$ cat src/rtl/disp_pkg.sv
// Shared types and timing-count helpers for the ultrasonic ranger display controller.
package disp_pkg;

  typedef enum logic [1:0] {
    IDLE = 2'd0,
    CONV = 2'd1,
    LOAD = 2'd2
  } state_e;

  typedef logic [3:0] bcd_t;

  // Cycles per half period of a square wave at out_hz.
  function automatic int scan_div_count(input int clk_hz, input int scan_hz);
    return int'(longint'(clk_hz) / (2 * longint'(scan_hz)));
  endfunction

  function automatic int blink_count(input int clk_hz, input int blink_hz);
    return int'(longint'(clk_hz) / (2 * longint'(blink_hz)));
  endfunction

  // Widened so that ms * clk_hz cannot overflow 32 bits at high clock rates.
  function automatic int timeout_count(input int clk_hz, input int timeout_ms);
    return int'(longint'(timeout_ms) * longint'(clk_hz) / 64'sd1000);
  endfunction

  function automatic int cnt_width(input int n);
    return (n <= 2) ? 1 : $clog2(n);
  endfunction

endpackage

$ cat src/rtl/bin2bcd_seq.sv
// Serial shift-add-3 binary to 4-digit BCD converter; one input bit per cycle.
module bin2bcd_seq
  import disp_pkg::*;
#(
  parameter int DATA_W = 16
) (
  input  logic              clk,
  input  logic              rst_n,
  input  logic              start_i,
  input  logic [DATA_W-1:0] bin_i,
  output logic              done_o,
  output bcd_t              bcd3_o,
  output bcd_t              bcd2_o,
  output bcd_t              bcd1_o,
  output bcd_t              bcd0_o
);

  localparam int CW = cnt_width(DATA_W);

  logic [DATA_W-1:0] bin_q, bin_d;
  logic [15:0]       bcd_q, bcd_d, adj;
  logic [CW-1:0]     cnt_q, cnt_d;
  logic              run_q, run_d;
  logic              done_q, done_d;

  always_comb begin
    adj = bcd_q;
    for (int i = 0; i < 4; i++) begin
      if (bcd_q[4*i +: 4] >= 4'd5) adj[4*i +: 4] = bcd_q[4*i +: 4] + 4'd3;
    end
  end

  // Digits above the thousands are discarded; over-range values are replaced upstream.
  always_comb begin
    bin_d  = bin_q;
    bcd_d  = bcd_q;
    cnt_d  = cnt_q;
    run_d  = run_q;
    done_d = 1'b0;
    if (start_i) begin
      bin_d = bin_i;
      bcd_d = '0;
      cnt_d = '0;
      run_d = 1'b1;
    end else if (run_q) begin
      bcd_d = {adj[14:0], bin_q[DATA_W-1]};
      bin_d = bin_q << 1;
      cnt_d = cnt_q + 1'b1;
      if (cnt_q == CW'(DATA_W-1)) begin
        run_d  = 1'b0;
        done_d = 1'b1;
      end
    end
  end

  always_ff @(posedge clk or negedge rst_n) begin
    if (!rst_n) begin
      cnt_q  <= '0;
      run_q  <= 1'b0;
      done_q <= 1'b0;
    end else begin
      cnt_q  <= cnt_d;
      run_q  <= run_d;
      done_q <= done_d;
    end
  end

  always_ff @(posedge clk) begin
    bin_q <= bin_d;
    bcd_q <= bcd_d;
  end

  assign done_o = done_q;
  assign bcd3_o = bcd_q[15:12];
  assign bcd2_o = bcd_q[11:8];
  assign bcd1_o = bcd_q[7:4];
  assign bcd0_o = bcd_q[3:0];

endmodule

$ cat src/rtl/sonic_disp_ctrl.sv
// Display sequencer for the ultrasonic ranger: BCD conversion with a 1-deep pending slot,
// atomic digit load, scan clock, blink and stale-data blanking.
module sonic_disp_ctrl
  import disp_pkg::*;
#(
  parameter int CLK_HZ     = 50_000_000,
  parameter int SCAN_HZ    = 500,
  parameter int DATA_W     = 16,
  parameter int MAX_VAL    = 9999,
  parameter int TIMEOUT_MS = 1000,
  parameter int BLINK_HZ   = 2
) (
  input  logic              clk,
  input  logic              rst_n,
  input  logic              enable,
  input  logic              dist_valid,
  input  logic [DATA_W-1:0] dist_data,
  output logic              busy,
  output logic              overflow,
  output bcd_t              num3,
  output bcd_t              num2,
  output bcd_t              num1,
  output bcd_t              num0,
  output logic              dig_show,
  output logic              clk_500
);

  localparam int DIV_N   = scan_div_count(CLK_HZ, SCAN_HZ);
  localparam int DIV_W   = cnt_width(DIV_N);
  localparam int BLINK_N = blink_count(CLK_HZ, BLINK_HZ);
  localparam int BLINK_W = cnt_width(BLINK_N);
  localparam int TO_N    = timeout_count(CLK_HZ, TIMEOUT_MS);
  localparam int TO_W    = cnt_width(TO_N);
  localparam logic [DATA_W:0] MAX_V = (DATA_W+1)'(MAX_VAL);

  state_e            state_q, state_d;
  logic              pend_vld_q, pend_vld_d;
  logic [DATA_W-1:0] pend_data_q, pend_data_d;
  logic              cur_ovf_q, cur_ovf_d;
  logic              start;
  logic [DATA_W-1:0] start_val;
  logic              conv_done;
  bcd_t              b3, b2, b1, b0;
  bcd_t              num3_q, num2_q, num1_q, num0_q;
  bcd_t              num3_d, num2_d, num1_d, num0_d;
  logic              overflow_q, overflow_d;
  logic              busy_q, dig_show_q, dig_show_d;
  logic              fresh_q, fresh_d;
  logic [TO_W-1:0]   to_q, to_d;
  logic              blink_q, blink_d;
  logic [BLINK_W-1:0] blink_cnt_q, blink_cnt_d;
  logic [DIV_W-1:0]  div_q, div_d;
  logic              clk500_q, clk500_d;

  bin2bcd_seq #(.DATA_W(DATA_W)) u_bcd (
    .clk    (clk),
    .rst_n  (rst_n),
    .start_i(start),
    .bin_i  (start_val),
    .done_o (conv_done),
    .bcd3_o (b3),
    .bcd2_o (b2),
    .bcd1_o (b1),
    .bcd0_o (b0)
  );

  always_comb begin
    state_d     = state_q;
    pend_vld_d  = pend_vld_q;
    pend_data_d = pend_data_q;
    cur_ovf_d   = cur_ovf_q;
    start       = 1'b0;
    start_val   = dist_data;
    num3_d      = num3_q;
    num2_d      = num2_q;
    num1_d      = num1_q;
    num0_d      = num0_q;
    overflow_d  = overflow_q;
    case (state_q)
      IDLE: begin
        if (dist_valid) begin
          start   = 1'b1;
          state_d = CONV;
        end
      end
      CONV: begin
        if (dist_valid) begin
          pend_vld_d  = 1'b1;
          pend_data_d = dist_data;
        end
        if (conv_done) state_d = LOAD;
      end
      LOAD: begin
        overflow_d = cur_ovf_q;
        if (cur_ovf_q) begin
          {num3_d, num2_d, num1_d, num0_d} = {4{4'd9}};
        end else begin
          {num3_d, num2_d, num1_d, num0_d} = {b3, b2, b1, b0};
        end
        // A strobe landing in this cycle is newer than anything already pending.
        if (pend_vld_q || dist_valid) begin
          start      = 1'b1;
          start_val  = dist_valid ? dist_data : pend_data_q;
          pend_vld_d = 1'b0;
          state_d    = CONV;
        end else begin
          state_d = IDLE;
        end
      end
      default: state_d = IDLE;
    endcase
    if (start) cur_ovf_d = ({1'b0, start_val} > MAX_V);
  end

  always_comb begin
    fresh_d     = fresh_q;
    to_d        = to_q;
    blink_d     = blink_q;
    blink_cnt_d = blink_cnt_q + 1'b1;
    div_d       = div_q + 1'b1;
    clk500_d    = clk500_q;
    if (state_q == LOAD) begin
      fresh_d = 1'b1;
      to_d    = '0;
    end else if (fresh_q) begin
      if (to_q == TO_W'(TO_N-1)) begin
        fresh_d = 1'b0;
        to_d    = '0;
      end else begin
        to_d = to_q + 1'b1;
      end
    end
    if (blink_cnt_q == BLINK_W'(BLINK_N-1)) begin
      blink_cnt_d = '0;
      blink_d     = ~blink_q;
    end
    if (div_q == DIV_W'(DIV_N-1)) begin
      div_d    = '0;
      clk500_d = ~clk500_q;
    end
    dig_show_d = enable & fresh_d & (~overflow_d | blink_d);
  end

  always_ff @(posedge clk or negedge rst_n) begin
    if (!rst_n) begin
      state_q     <= IDLE;
      pend_vld_q  <= 1'b0;
      cur_ovf_q   <= 1'b0;
      num3_q      <= '0;
      num2_q      <= '0;
      num1_q      <= '0;
      num0_q      <= '0;
      overflow_q  <= 1'b0;
      busy_q      <= 1'b0;
      dig_show_q  <= 1'b0;
      fresh_q     <= 1'b0;
      to_q        <= '0;
      blink_q     <= 1'b1;
      blink_cnt_q <= '0;
      div_q       <= '0;
      clk500_q    <= 1'b0;
    end else begin
      state_q     <= state_d;
      pend_vld_q  <= pend_vld_d;
      cur_ovf_q   <= cur_ovf_d;
      num3_q      <= num3_d;
      num2_q      <= num2_d;
      num1_q      <= num1_d;
      num0_q      <= num0_d;
      overflow_q  <= overflow_d;
      busy_q      <= (state_d != IDLE);
      dig_show_q  <= dig_show_d;
      fresh_q     <= fresh_d;
      to_q        <= to_d;
      blink_q     <= blink_d;
      blink_cnt_q <= blink_cnt_d;
      div_q       <= div_d;
      clk500_q    <= clk500_d;
    end
  end

  always_ff @(posedge clk) begin
    pend_data_q <= pend_data_d;
  end

  assign busy     = busy_q;
  assign overflow = overflow_q;
  assign num3     = num3_q;
  assign num2     = num2_q;
  assign num1     = num1_q;
  assign num0     = num0_q;
  assign dig_show = dig_show_q;
  assign clk_500  = clk500_q;

endmodule

$ cat config.mk
export PLATFORM = sky130hd
export DESIGN_NAME = sonic_disp_ctrl
export DESIGN_NICKNAME = d
export VERILOG_FILES = /design/src/rtl/disp_pkg.sv /design/src/rtl/bin2bcd_seq.sv /design/src/rtl/sonic_disp_ctrl.sv
export SDC_FILE = /design/constraint.sdc
export NUM_CORES = 1
export LEC_CHECK = 0
export CORE_ASPECT_RATIO = 0.8
export CORE_UTILIZATION = 45
export CTS_CLUSTER_DIAMETER = 80
export DETAILED_ROUTE_END_ITERATION = 10
export PLACE_DENSITY = 0.75
export SKIP_LAST_GASP = 1
export SLEW_MARGIN = 20
export SYNTH_ARGS = -nofsm -noshare
export SYNTH_HDL_FRONTEND = slang
export SYNTH_SLANG_ARGS = --single-unit
$ cat constraint.sdc
create_clock -name clk -period 5.9 [get_ports clk]
set_input_delay 1.18 -clock clk [delete_from_list [all_inputs] [get_ports clk]]
set_output_delay 1.18 -clock clk [all_outputs]
set_load 0.05 [all_outputs]
## After elaboration in Yosys (flattened, before gate mapping)

Cells that the tools add are included.

| word-level totals | value |
|---|---|
| flip-flop bits (word level) | 146 |
| output and inout port bits | 20 |
| word-level logic and storage cells | 97 |

| cells by class | value |
|---|---|
| add/subtract/negate cells | 8 |
| $lt $le $gt $ge | 5 |
| equality and inequality tests | 8 |
| muxes and demuxes | 41 |
| bitwise logic cells | 6 |
| reductions and logical operators | 7 |

Operator list:

| operator | count |
|---|---|
| $mux W16 | 6 |
| $mux W26 | 3 |
| $mux W4 | 9 |
| $add A26 B1 Y26 const B | 1 |
| $eq A26 B26 Y1 const B | 1 |
| $add A24 B1 Y24 const B | 1 |
| $eq A24 B24 Y1 const B | 1 |
| $mux W24 | 1 |
| $add A16 B1 Y16 const B | 1 |
| $eq A16 B16 Y1 const B | 1 |
| $ge A4 B3 Y1 const B | 4 |
| $gt A16 B14 Y1 const B | 1 |
| $mux W1 | 16 |
| $add A4 B2 Y4 const B | 3 |
| $reduce_bool A2 Y1 | 4 |
| $pmux W2 S3 | 1 |
| $add A4 B1 Y4 const B | 1 |
| $eq A4 B4 Y1 const B | 1 |
| $mux W2 | 2 |
| $ne A2 B2 Y1 const B | 2 |
| $pmux W1 S2 | 2 |
| $add A3 B2 Y3 const B | 1 |
| $mux W3 | 1 |
| $not A1 Y1 | 3 |
| 7 further kinds | 8 |

## Longest topological paths before layout

Gate-level depths: netlist (run 1).

| depth | value |
|---|---|
| depth in word-level cells | 6 |
| depth in mapped cells | 9 |
| depth with buffers taken out | 7 |

## Modules after synthesis

Synthesis (run 1) repeated with hierarchy kept, for this count alone.

| second synthesis, totals | value |
|---|---|
| cell total of the unflattened synthesis | 672 |
| area total of the unflattened synthesis | 7093.1 um2 |

Modules (own cells, without submodules):

| module | times used | cells each | area an instance (um2) | seq. area each (um2) |
|---|---|---|---|---|
| sonic_disp_ctrl | 1 | 499 | 5211.2 | 2783.9 |
| bin2bcd_seq | 1 | 173 | 1881.8 | 950.9 |

## Worst setup path before layout (run 1)

OpenSTA, ideal clock, no wires.

| path | value |
|---|---|
| path type | input to register |
| start | input dist_valid |
| end | register cur_ovf_q |
| setup time | 0.126 ns |
| data arrival time | 2.612 ns |
| required time | 5.774 ns |
| setup slack | 3.161 ns |
| cell stages on the path | 6 |
| path buffers | 1 |
| path through | clkbuf_1 -> mux2_2 -> or3_1 -> o32ai_1 -> nor2_1 -> o32a_1 |

| on the way | value |
|---|---|
| longest elaborated chain between the ends | 4 |
| elaborated cells between the ends (all ways) | 8 |

RTL lines:

| element | RTL line | text |
|---|---|---|
| start: declaration | sonic_disp_ctrl.sv:16 | `input logic dist_valid,` |
| $mux W16 / $logic_or A1 B1 Y1 (equally long branches) | n/a |  |
| $mux W16 | sonic_disp_ctrl.sv:101 | `if (pend_vld_q \|\| dist_valid) begin` |
| $mux W16 | sonic_disp_ctrl.sv:79 | `case (state_q)` |
| $gt A16 B14 Y1 | sonic_disp_ctrl.sv:112 | `if (start) cur_ovf_d = ({1'b0, start_val} > MAX_V);` |
| end signal: assignment | sonic_disp_ctrl.sv:165 | `cur_ovf_q <= cur_ovf_d;` |
| end: declaration | sonic_disp_ctrl.sv:39 | `logic cur_ovf_q, cur_ovf_d;` |

Several ways; a longest one is shown, not always the timed one.
A chain may end at the register's enable or synchronous reset.

## Final worst setup path (run 1)

| path | value |
|---|---|
| start | input dist_valid |
| end | register u_bcd.bin_q[14] (enable) |

| on the way | value |
|---|---|
| longest elaborated chain between the ends | 4 |
| elaborated cells between the ends (all ways) | 5 |

RTL lines:

| element | RTL line | text |
|---|---|---|
| $logic_or A1 B1 Y1 | sonic_disp_ctrl.sv:101 |  |
| $mux W1 | sonic_disp_ctrl.sv:101 |  |
| $pmux W1 S2 * | sonic_disp_ctrl.sv:79 |  |
| $reduce_bool A2 Y1 (no source line) * | n/a |  |
| end signal: assignment | bin2bcd_seq.sv:69 | `bin_q <= bin_d;` |
| end: declaration | bin2bcd_seq.sv:20 | `logic [DATA_W-1:0] bin_q, bin_d;` |

Every way passes the cells marked *; elsewhere a longest branch is shown, timed or not.

==> results.sh, run 1 <==
export IMPL_crit_path_top_delay_cell="sky130_fd_sc_hd__clkdlybuf4s50_1"
export IMPL_grt_antenna_before_repair=0
export IMPL_final_area_um2=8214
export IMPL_routed_wirelength_mm=14.79
export IMPL_postSynthRegisterBits=146
export IMPL_ff2ff_setup_slack_ns=3.33
export IMPL_share_of_synthesized_area_occupied_by_flip_flops_and_latches=0.5312
export IMPL_clkSlewWorstSetupHoldPaths_ns=0.06
export IMPL_total_power_density_per_cell_area_nw_per_um2=435.5
export IMPL_postSynthNetCount=708
export IMPL_route_detailed_drc=0
export IMPL_p_leak_nw=3.537
export IMPL_vdd_ir_drop_worst_v=0.0002510
export IMPL_cts_sinks=146
export IMPL_cp_arrival_ns=3.86
export IMPL_status="complete, no violations"
export IMPL_final_antenna_net_count=0
export IMPL_hold_buffers=0
export IMPL_slowest_delay_ns=0.87
export IMPL_worst_pin_slew_ns=0.9399
export IMPL_final_min_period_over_clock_period=0.6551
export IMPL_holdPathEnd="state_q[0]$_DFF_PN0_"
export IMPL_hold_viol=0
export IMPL_rsz0062_at_grt="false"
export IMPL_globalRoute_totalOverflow=0
export IMPL_grt_pass1_wl_mm=25.36
export IMPL_via_count=5193
export IMPL_clkLatencyLatePin_ns=0.43
export IMPL_layout_nets=742
export IMPL_crit_start="dist_valid"
export IMPL_kind_of_critical_path="input pin to register"
export IMPL_cts_root_buffer="sky130_fd_sc_hd__clkbuf_16"
export IMPL_yosysMostFrequentCell="sky130_fd_sc_hd__nand2_1"
export IMPL_total_die_area_um2=16130
export IMPL_finalMaxSlewViolations=0
export IMPL_floorplan_rows=40
export IMPL_drt_pass1_iterations=5
export IMPL_post_synth_most_frequent_cells="100 x sky130_fd_sc_hd__nand2_1, 97 x sky130_fd_sc_hd__dfrtp_1, 50 x sky130_fd_sc_hd__nor2_1"
export IMPL_worstReg2RegEnd="cur_ovf_q$_DFFE_PN0P_"
export IMPL_synth_edf_count=32
export IMPL_setup_total_negative_slack_ns=0
export IMPL_die_width_um=141.7
export IMPL_avgRoutedWirePerCell_um=15.86
export IMPL_min_delay_path_class="register to register"
export IMPL_start_util=0.4651
export IMPL_worst_ep_required_time_ns=5.90
export IMPL_timing_hold_worst_path_depth=1
export IMPL_yosysTopAreaCell="sky130_fd_sc_hd__dfrtp_1"
export IMPL_cell_variety_after_synth=63
export IMPL_timing_rr_start="state_q[0]$_DFF_PN0_"
export IMPL_first_iter_violations=348
export IMPL_synth_top_cells_by_area="sky130_fd_sc_hd__dfrtp_1 35%, sky130_fd_sc_hd__edfxtp_1 14%, sky130_fd_sc_hd__nand2_1 5.3%"
export IMPL_setup_violations_final=0
export IMPL_finalWorstPathRequiredPeriod_ns=3.865
export IMPL_area_growth_syn_to_layout_pct=16.84
export IMPL_placeableCoreArea_um2=15110
export IMPL_netlist_area_um2=7030
export IMPL_globalplace_congestion=0.8036
export IMPL_antenna_cells_inserted=0
export IMPL_via_per_inst=5.566
export IMPL_h_tree_levels=4
export IMPL_place_hpwl_mm=9.994
export IMPL_final_fill_count=1289
export IMPL_cp_start_kind="input pin"
export IMPL_postPlaceCellArea_um2=7584
export IMPL_critical_path_endpoint_type="register"
export IMPL_ios=40
export IMPL_cts_repair_resized=0
export IMPL_synth_warnings=0
export IMPL_die_height_um=113.8
export IMPL_port_buffers=39
export IMPL_worst_clock_skew_ns=0.01018
export IMPL_fmax_mhz=258.7
export IMPL_cts_made_buffers=17
export IMPL_grt_pass1_vias=5358
export IMPL_post_synth_cell_area_avg_um2=10.40
export IMPL_ys_async_sr_fraction=0.6712
export IMPL_timing_critical_path_fanout_max=35
export IMPL_cp_num_buf_inv=1
export IMPL_post_synth_top_area_fraction=0.3453
export IMPL_drv_max_cap_violation_count=0
export IMPL_drive_gt1_frac=0.08852
export IMPL_postSynth_topFlopCell="sky130_fd_sc_hd__dfrtp_1"
export IMPL_hp_start="u_bcd.done_o$_DFF_PN0_"
export IMPL_grt_max_degree=51
export IMPL_grt_use_total=0.2002
export IMPL_postSynthCellCount=676
export IMPL_postCtsSetupBuffers=0
export IMPL_chain_of_cells_forming_the_critical_path="clkdlybuf4s50_1 > a21oi_1 > or2_1 > nand2b_1"
export IMPL_timing_critical_path_max_delay_family="simple AND/OR/NAND/NOR gates"
export IMPL_rr_worst_depth=6
export IMPL_cts_tree="done"
export IMPL_timing_slew_headroom=0.3734
export IMPL_cts_root_to_sink_buffers=2
[stage by stage]
step | std cells | util | setup slack [ns] | total power, mW | hold slack [ns]
floorplan | 676 | - | 3.161 | 2.165 | 0.4279
global placement | 901 | 0.5017 | 1.860 | 2.368 | 0.4420
detailed placement | 901 | 0.5017 | 1.594 | 2.444 | 0.4521
CTS | 933 | 0.5433 | 2.015 | 3.600 | 0.4604
global route | 933 | 0.5435 | 1.681 | 3.780 | 0.4794
finish | 933 | 0.5435 | 2.035 | 3.578 | 0.4570
[layout make-up]
cell class / count / area (um^2) / share of cell area
Inverter: 15 / 56.30 / 0.006855
Clock buffer: 22 / 475.5 / 0.05788
Clock inverter: 10 / 152.6 / 0.01858
Multi-Input combinational cell: 486 / 3105 / 0.3781
Sequential cell: 146 / 3736 / 0.4548
Timing Repair Buffer: 44 / 425.4 / 0.05179
Tap cell: 210 / 262.8 / 0.03199
[sequential cells by signal, summed over array words and instances, names as in the netlist, 2 cells and up]
register     count
to_q            26
num1             4
num3             4
num2             4
state_q          2
u_bcd.bcd_q     16
u_bcd.cnt_q      4
blink_cnt_q     24
u_bcd.bin_q     16
num0             4
pend_data_q     16
div_q           16
[worst reg2reg max path: cells and delay by family, from the launching register on]
kind / cells / cell delay (ns)
buf+inv: 1 / 0.35
simple gates: 3 / 0.97
mux: 1 / 0.33
compound gates: 1 / 0.35
flops: 1 / 0.45
[logic make-up after synthesis]
kind of cell | Yosys count | share of synthesized area
adders and majority gates | 12 | 0.02136
muxes | 49 | 0.07261
DFF | 146 | 0.5312
AOI/OAI and AO/OA | 116 | 0.1043
xor gates and xnor gates | 39 | 0.05126
and+or+nand+nor | 270 | 0.1911
buffers and inverters | 44 | 0.02812
[cell usage in the layout, fill, tap and decap left out, types with 4 or more instances in the layout]
cell                              netlist  routed
sky130_fd_sc_hd__o21ai_0               41      41
sky130_fd_sc_hd__ha_1                  12      12
sky130_fd_sc_hd__mux2i_1               33      33
sky130_fd_sc_hd__bufinv_16              0       4
sky130_fd_sc_hd__xor2_1                17      17
sky130_fd_sc_hd__o31ai_1                7       7
sky130_fd_sc_hd__edfxtp_1              32      32
sky130_fd_sc_hd__mux2_2                16      16
sky130_fd_sc_hd__dfxtp_1               16      16
sky130_fd_sc_hd__xnor2_1               21      21
sky130_fd_sc_hd__nand3b_1               4       4
sky130_fd_sc_hd__clkbuf_16              0      18
sky130_fd_sc_hd__dfrtp_1               97      96
sky130_fd_sc_hd__nor2_1                50      50
sky130_fd_sc_hd__nor3b_1                4       4
sky130_fd_sc_hd__and4_1                 9       9
sky130_fd_sc_hd__nand3_1               26      26
sky130_fd_sc_hd__inv_1                 15      15
sky130_fd_sc_hd__a31oi_1               21      21
sky130_fd_sc_hd__nand2_1              100     100
sky130_fd_sc_hd__nand2b_1              12      12
sky130_fd_sc_hd__a21oi_1               19      19
sky130_fd_sc_hd__and3_1                13      13
sky130_fd_sc_hd__nand4_1               11      11
sky130_fd_sc_hd__a221o_1                4       4
sky130_fd_sc_hd__nor4_1                 9       9
sky130_fd_sc_hd__clkdlybuf4s50_1        0      38
sky130_fd_sc_hd__and2_1                 4       4
sky130_fd_sc_hd__buf_4                  1       6
sky130_fd_sc_hd__nor3_1                 9       9
[metal layers]
layer | vias up | routed length, um | GRT usage
met5 | - | 0 | 0
met4 | 0 | 140 | 0.08817
met3 | 19 | 552 | 0.04492
met2 | 73 | 7402 | 0.3271
met1 | 2605 | 6698 | 0.2569
li1 | 2496 | - | -
[report_power, final]
| part | leakage [nW] | internal, mW | total (mW) | switching [mW] |
|---|---|---|---|---|
| combinational | 1.46 | 0.357 | 0.899 | 0.541 |
| clock | 0.309 | 0.740 | 1.15 | 0.407 |
| sequential | 1.77 | 1.32 | 1.53 | 0.217 |
[how the worst max path moves through the flow]
| stage | endpoint | slack [ns] | depth (start not counted) |
|---|---|---|---|
| 2_1_floorplan | cur_ovf_q$_DFFE_PN0P_ | 3.16 | 6 |
| 3_3_place_gp | u_bcd.bin_q[14]$_DFFE_PP_ | 1.86 | 4 |
| 4_1_cts | u_bcd.bin_q[14]$_DFFE_PP_ | 2.01 | 4 |
| 6_report | u_bcd.bin_q[14]$_DFFE_PP_ | 2.03 | 4 |
| 3_5_place_dp | u_bcd.bin_q[15]$_DFFE_PP_ | 1.59 | 4 |
| 5_1_grt | u_bcd.bin_q[14]$_DFFE_PP_ | 1.68 | 4 |
(Power assumes the default switching activity.)
==> run 2, diff against run 1 <==
--- a/config.mk
+++ b/config.mk
@@ -9,7 +9,7 @@
 export CORE_UTILIZATION = 45
 export CTS_CLUSTER_DIAMETER = 80
 export DETAILED_ROUTE_END_ITERATION = 10
-export PLACE_DENSITY = 0.75
+export PLACE_DENSITY = 0.77
 export SKIP_LAST_GASP = 1
 export SLEW_MARGIN = 20
 export SYNTH_ARGS = -nofsm -noshare
==> constraint.sdc (replaced) <==
create_clock -name clk -period 3.4 [get_ports clk]
set_input_delay 0.68 -clock clk [delete_from_list [all_inputs] [get_ports clk]]
set_output_delay 0.68 -clock clk [all_outputs]
set_load 0.05 [all_outputs]
==> results.sh, run 2 (synthesis gave the netlist of run 1 again) <==
export IMPL_status="complete, no violations"
export IMPL_first_iter_violations=380
export IMPL_timing_critical_path_fanout_max=22
export IMPL_critical_path_endpoint_type="register"
export IMPL_min_delay_path_class="input pin to asynchronous set/reset pin"
export IMPL_place_hpwl_mm=10.07
export IMPL_cts_tree="done"
export IMPL_worst_ep_required_time_ns=3.71
export IMPL_h_tree_levels=4
export IMPL_routed_wirelength_mm=14.91
export IMPL_grt_max_degree=53
export IMPL_setup_violations_final=0
export IMPL_routed_wl_met2_mm=7.148
export IMPL_reg_largest_list="to_q x26, blink_cnt_q x24"
export IMPL_hold_buffers=0
export IMPL_met1Wirelength_mm=6.946
export IMPL_avgRoutedWirePerCell_um=15.89
export IMPL_globalRoute_totalOverflow=0
export IMPL_kind_of_critical_path="register to register"
export IMPL_largest_reg_flops=26
export IMPL_worst_clock_skew_ns=0.008272
export IMPL_chain_of_cells_forming_the_critical_path="ha_1 > and4_1 > nand2_1 > o311a_1 > buf_4 > and3_1 > a221o_1"
export IMPL_clkLatencyLatePin_ns=0.43
export IMPL_grt_antenna_before_repair=0
export IMPL_hold_viol=0
export IMPL_slowest_delay_ns=0.55
export IMPL_drv_max_cap_violation_count=0
export IMPL_grt_use_total=0.2028
export IMPL_setup_total_negative_slack_ns=0
export IMPL_mostFrequentLayoutCell="sky130_fd_sc_hd__nand2_1"
export IMPL_worst_pin_slew_ns=0.8229
export IMPL_timing_slew_headroom=0.4514
export IMPL_area_growth_syn_to_layout_pct=16.73
export IMPL_total_power_density_per_cell_area_nw_per_um2=738.1
export IMPL_final_cell_mix="100 x sky130_fd_sc_hd__nand2_1, 97 x sky130_fd_sc_hd__dfrtp_1, 50 x sky130_fd_sc_hd__nor2_1"
export IMPL_cts_root_buffer="sky130_fd_sc_hd__clkbuf_16"
export IMPL_via_per_inst=5.615
export IMPL_postPlaceCellArea_um2=7634
export IMPL_start_util=0.4651
export IMPL_power_total_mw=6.058
export IMPL_port_buffers=39
export IMPL_total_die_area_um2=16130
export IMPL_final_fill_count=1305
export IMPL_postCtsSetupBuffers=0
export IMPL_cp_arrival_ns=2.87
export IMPL_grt_pass1_vias=5226
export IMPL_route_detailed_drc=0
export IMPL_final_antenna_net_count=0
export IMPL_finalWorstPathRequiredPeriod_ns=2.561
export IMPL_die_height_um=113.8
export IMPL_final_area_um2=8207
export IMPL_vdd_ir_drop_worst_v=0.0003977
export IMPL_ios=40
export IMPL_cp_start_kind="register"
export IMPL_die_width_um=141.7
export IMPL_fmax_mhz=390.5
export IMPL_via_count=5267
export IMPL_post_route_util=0.5430
export IMPL_cts_made_buffers=17
export IMPL_cts_root_to_sink_buffers=2
export IMPL_cts_repair_resized=0
export IMPL_antenna_cells_inserted=0
export IMPL_finalMaxSlewViolations=0
export IMPL_regMostFlops="to_q"
export IMPL_rsz0062_at_grt="false"
export IMPL_clkSlewWorstSetupHoldPaths_ns=0.06
export IMPL_met3RoutedLength_um=633
export IMPL_p_leak_nw=3.533
export IMPL_cts_sinks=146
export IMPL_drive_gt1_frac=0.09890
export IMPL_floorplan_rows=40
export IMPL_highest_layer="met4"
export IMPL_final_min_period_over_clock_period=0.7532
export IMPL_crit_path_top_delay_cell="sky130_fd_sc_hd__o311a_1"
export IMPL_globalplace_congestion=0.8037
export IMPL_drt_pass1_iterations=5
export IMPL_grt_pass1_wl_mm=25.53
export IMPL_layout_nets=747
export IMPL_placeableCoreArea_um2=15110
-- run 2: worst max-delay path: cells and delay by family (launching register included) --
family | cells | cell delay (ns)
AND/OR/NAND/NOR | 3 | 0.68
AO/OA/AOI/OAI | 2 | 0.81
adder cells (fa/ha/maj) | 1 | 0.23
flip-flops | 1 | 0.41
buffers and inverters | 1 | 0.30
-- run 2: area by class of cell --
type / instances / area, um^2 / share of cell area
Tap cell: 210 / 262.8 / 0.03202
Inverter: 15 / 56.30 / 0.006861
Clock buffer: 17 / 425.4 / 0.05184
Timing Repair Buffer: 49 / 475.5 / 0.05794
Clock inverter: 15 / 147.6 / 0.01799
Sequential cell: 146 / 3735 / 0.4551
Multi-Input combinational cell: 486 / 3104 / 0.3783
-- run 2: path summary, 6_finish.rpt --
kind                                      from                   end  slack (ns)  cells past startpoint
max                        to_q[0]$_DFFE_PN0P_  to_q[13]$_DFFE_PN0P_        0.84                      7
min                                      rst_n   div_q[11]$_DFF_PN0_        0.30                      1
max reg2reg                to_q[0]$_DFFE_PN0P_  to_q[13]$_DFFE_PN0P_        0.84                      7
min reg2reg                clk_500$_DFFE_PN0N_   clk_500$_DFFE_PN0N_        0.47                      1
max in group asynchronous                rst_n     blink_q$_DFF_PN1_        2.34                      2
min in group clk           clk_500$_DFFE_PN0N_   clk_500$_DFFE_PN0N_        0.47                      1
-- run 2: metrics by stage --
stage	hold slack (ns)	std cells	worst slack, ns
floorplan	0.3844	676	1.161
CTS	0.3276	938	0.8503
detailed placement	0.4512	906	0.6747
finish	0.3049	938	0.8392
global placement	0.4402	906	0.7065
global route	0.3562	938	0.6640
-- run 2: layer usage --
| metal | vias to the layer above | GRT usage |
|---|---|---|
| met5 | - | 0 |
| li1 | 2504 | - |
| met4 | 0 | 0.06022 |
| met3 | 16 | 0.05542 |
| met2 | 122 | 0.3225 |
| met1 | 2625 | 0.2724 |
-- run 2: report_power, final --
| group | switching (mW) | internal [mW] |
|---|---|---|
| logic | 1.01 | 0.636 |
| clock network | 0.788 | 1.02 |
| registers | 0.320 | 2.28 |
| total | 2.12 | 3.94 |
==> run 3, diff against run 2 <==
==> constraint.sdc (replaced) <==
create_clock -name clk -period 2.2 [get_ports clk]
set_input_delay 0.44 -clock clk [delete_from_list [all_inputs] [get_ports clk]]
set_output_delay 0.44 -clock clk [all_outputs]
set_load 0.05 [all_outputs]
==> results.sh, run 3 (synthesis gave the netlist of run 1 again) <==
export IMPL_status="complete, no violations"
export IMPL_via_per_inst=5.612
export IMPL_drive_gt1_frac=0.1206
export IMPL_cts_made_buffers=17
export IMPL_grt_pass1_wl_mm=26.60
export IMPL_final_antenna_net_count=0
export IMPL_cts_tree="done"
export IMPL_post_route_worst_setup_slack_ns=0.07466
export IMPL_port_buffers=39
export IMPL_vdd_ir_drop_worst_v=0.0006588
export IMPL_globalRoute_totalOverflow=0
export IMPL_cts_root_buffer="sky130_fd_sc_hd__clkbuf_16"
export IMPL_regMostFlops="to_q"
export IMPL_dp_cells=922
export IMPL_via_count=5365
export IMPL_route_detailed_drc=0
export IMPL_first_iter_violations=446
export IMPL_drt_pass1_iterations=5
export IMPL_hold_viol=0
export IMPL_area_growth_syn_to_layout_pct=19.75
export IMPL_grt_use_total=0.2112
export IMPL_fmax_mhz=470.5
export IMPL_clkLatencyLatePin_ns=0.43
export IMPL_final_cell_mix="100 x sky130_fd_sc_hd__nand2_1, 97 x sky130_fd_sc_hd__dfrtp_1, 50 x sky130_fd_sc_hd__nor2_1"
export IMPL_floorplan_rows=40
export IMPL_avgRoutedWirePerCell_um=16.41
export IMPL_post_route_util=0.5570
export IMPL_largest_reg_flops=26
export IMPL_clkSlewWorstSetupHoldPaths_ns=0.07
export IMPL_finalWorstPathRequiredPeriod_ns=2.125
export IMPL_worst_ep_required_time_ns=2.51
export IMPL_finalMaxSlewViolations=0
export IMPL_place_hpwl_mm=10.86
export IMPL_kind_of_critical_path="register to register"
export IMPL_start_util=0.4651
export IMPL_ff2ff_setup_slack_ns=0.07
export IMPL_h_tree_levels=4
export IMPL_setup_total_negative_slack_ns=0
export IMPL_critical_path_endpoint_type="register"
export IMPL_min_delay_path_class="register to register"
export IMPL_timing_critical_path_fanout_max=31
export IMPL_worst_pin_slew_ns=0.7359
export IMPL_globalplace_congestion=0.8057
export IMPL_total_power_density_per_cell_area_nw_per_um2=1146
export IMPL_placeableCoreArea_um2=15110
export IMPL_antenna_cells_inserted=0
export IMPL_drv_max_cap_violation_count=0
export IMPL_reg_largest_list="to_q x26, blink_cnt_q x24"
export IMPL_final_min_period_over_clock_period=0.9661
export IMPL_grt_max_degree=46
export IMPL_p_leak_nw=3.645
export IMPL_cts_root_to_sink_buffers=2
export IMPL_die_height_um=113.8
export IMPL_timing_hold_ws_ns=0.4658
export IMPL_mostFrequentLayoutCell="sky130_fd_sc_hd__nand2_1"
export IMPL_ios=40
export IMPL_routed_wirelength_mm=15.69
export IMPL_cp_start_kind="register"
export IMPL_die_width_um=141.7
export IMPL_total_die_area_um2=16130
export IMPL_grt_pass1_vias=5344
export IMPL_grt_antenna_before_repair=0
export IMPL_worst_clock_skew_ns=0.008229
export IMPL_setup_violations_final=0
export IMPL_cts_sinks=146
export IMPL_layout_nets=765
export IMPL_cp_arrival_ns=2.44
export IMPL_timing_slew_headroom=0.5076
export IMPL_fin_cells=956
export IMPL_place_worst_setup_slack_ns=-0.1466
==> run 3: where the power goes <==
part / switching (mW) / total (mW) / internal [mW]
Clock: 1.19 / 2.94 / 1.75
Combinational: 1.61 / 2.70 / 1.09
Sequential: 0.491 / 4.01 / 3.52
Total: 3.29 / 9.65 / 6.36
==> run 3: critical path, stage by stage, from the launching register on <==
cell,delay (ns)
sky130_fd_sc_hd__dfrtp_1,0.44
sky130_fd_sc_hd__nor4_2,0.32
sky130_fd_sc_hd__nand3_1,0.19
sky130_fd_sc_hd__o311a_1,0.45
sky130_fd_sc_hd__buf_12,0.19
sky130_fd_sc_hd__and3_1,0.17
sky130_fd_sc_hd__a221o_1,0.25
==> run 3: final timing paths <==
| check | cells after the start | start | endpoint |
|---|---|---|---|
| setup reg to reg | 6 | to_q[11]$_DFFE_PN0P_ | to_q[13]$_DFFE_PN0P_ |
| hold reg to reg | 1 | u_bcd.done_o$_DFF_PN0_ | state_q[0]$_DFF_PN0_ |
| setup / recovery | 6 | to_q[11]$_DFFE_PN0P_ | to_q[13]$_DFFE_PN0P_ |
| max in group asynchronous | 3 | rst_n | blink_q$_DFF_PN1_ |
| hold / removal | 1 | u_bcd.done_o$_DFF_PN0_ | state_q[0]$_DFF_PN0_ |
| min in group asynchronous | 2 | rst_n | div_q[11]$_DFF_PN0_ |
==> run 3: metrics by stage <==
stage,power [mW],cell area [um^2]
2_1_floorplan,5.805,7030
3_3_place_gp,6.503,7791
3_5_place_dp,6.729,7791
4_1_cts,9.674,8403
5_1_grt,10.19,8419
6_report,9.648,8419
==> run 3: area by class of cell <==
class	instances	area [um^2]
clock buffers	19	454.2
clock inverters	13	147.6
fillers	1267	6695
inverters	15	56.30
multi-input cells	486	3113
flip-flops and latches	146	3735
well taps	210	262.8
repair buffers	67	650.6
==> run 3: metal layers <==
layer | wire length [um] | GRT usage
met5 | 0 | 0
met4 | 269 | 0.08961
met3 | 616 | 0.03946
met2 | 7716 | 0.3445
met1 | 7087 | 0.2777
==> run 3: repair_timing <==
action / in CTS / in global routing
gates resized for setup: 0 / 2
setup endpoints to repair: 0 / 4
endpoints found under the hold margin: 37 / 0
hold buffers: 1 / 0
buffers inserted: 0 / 1
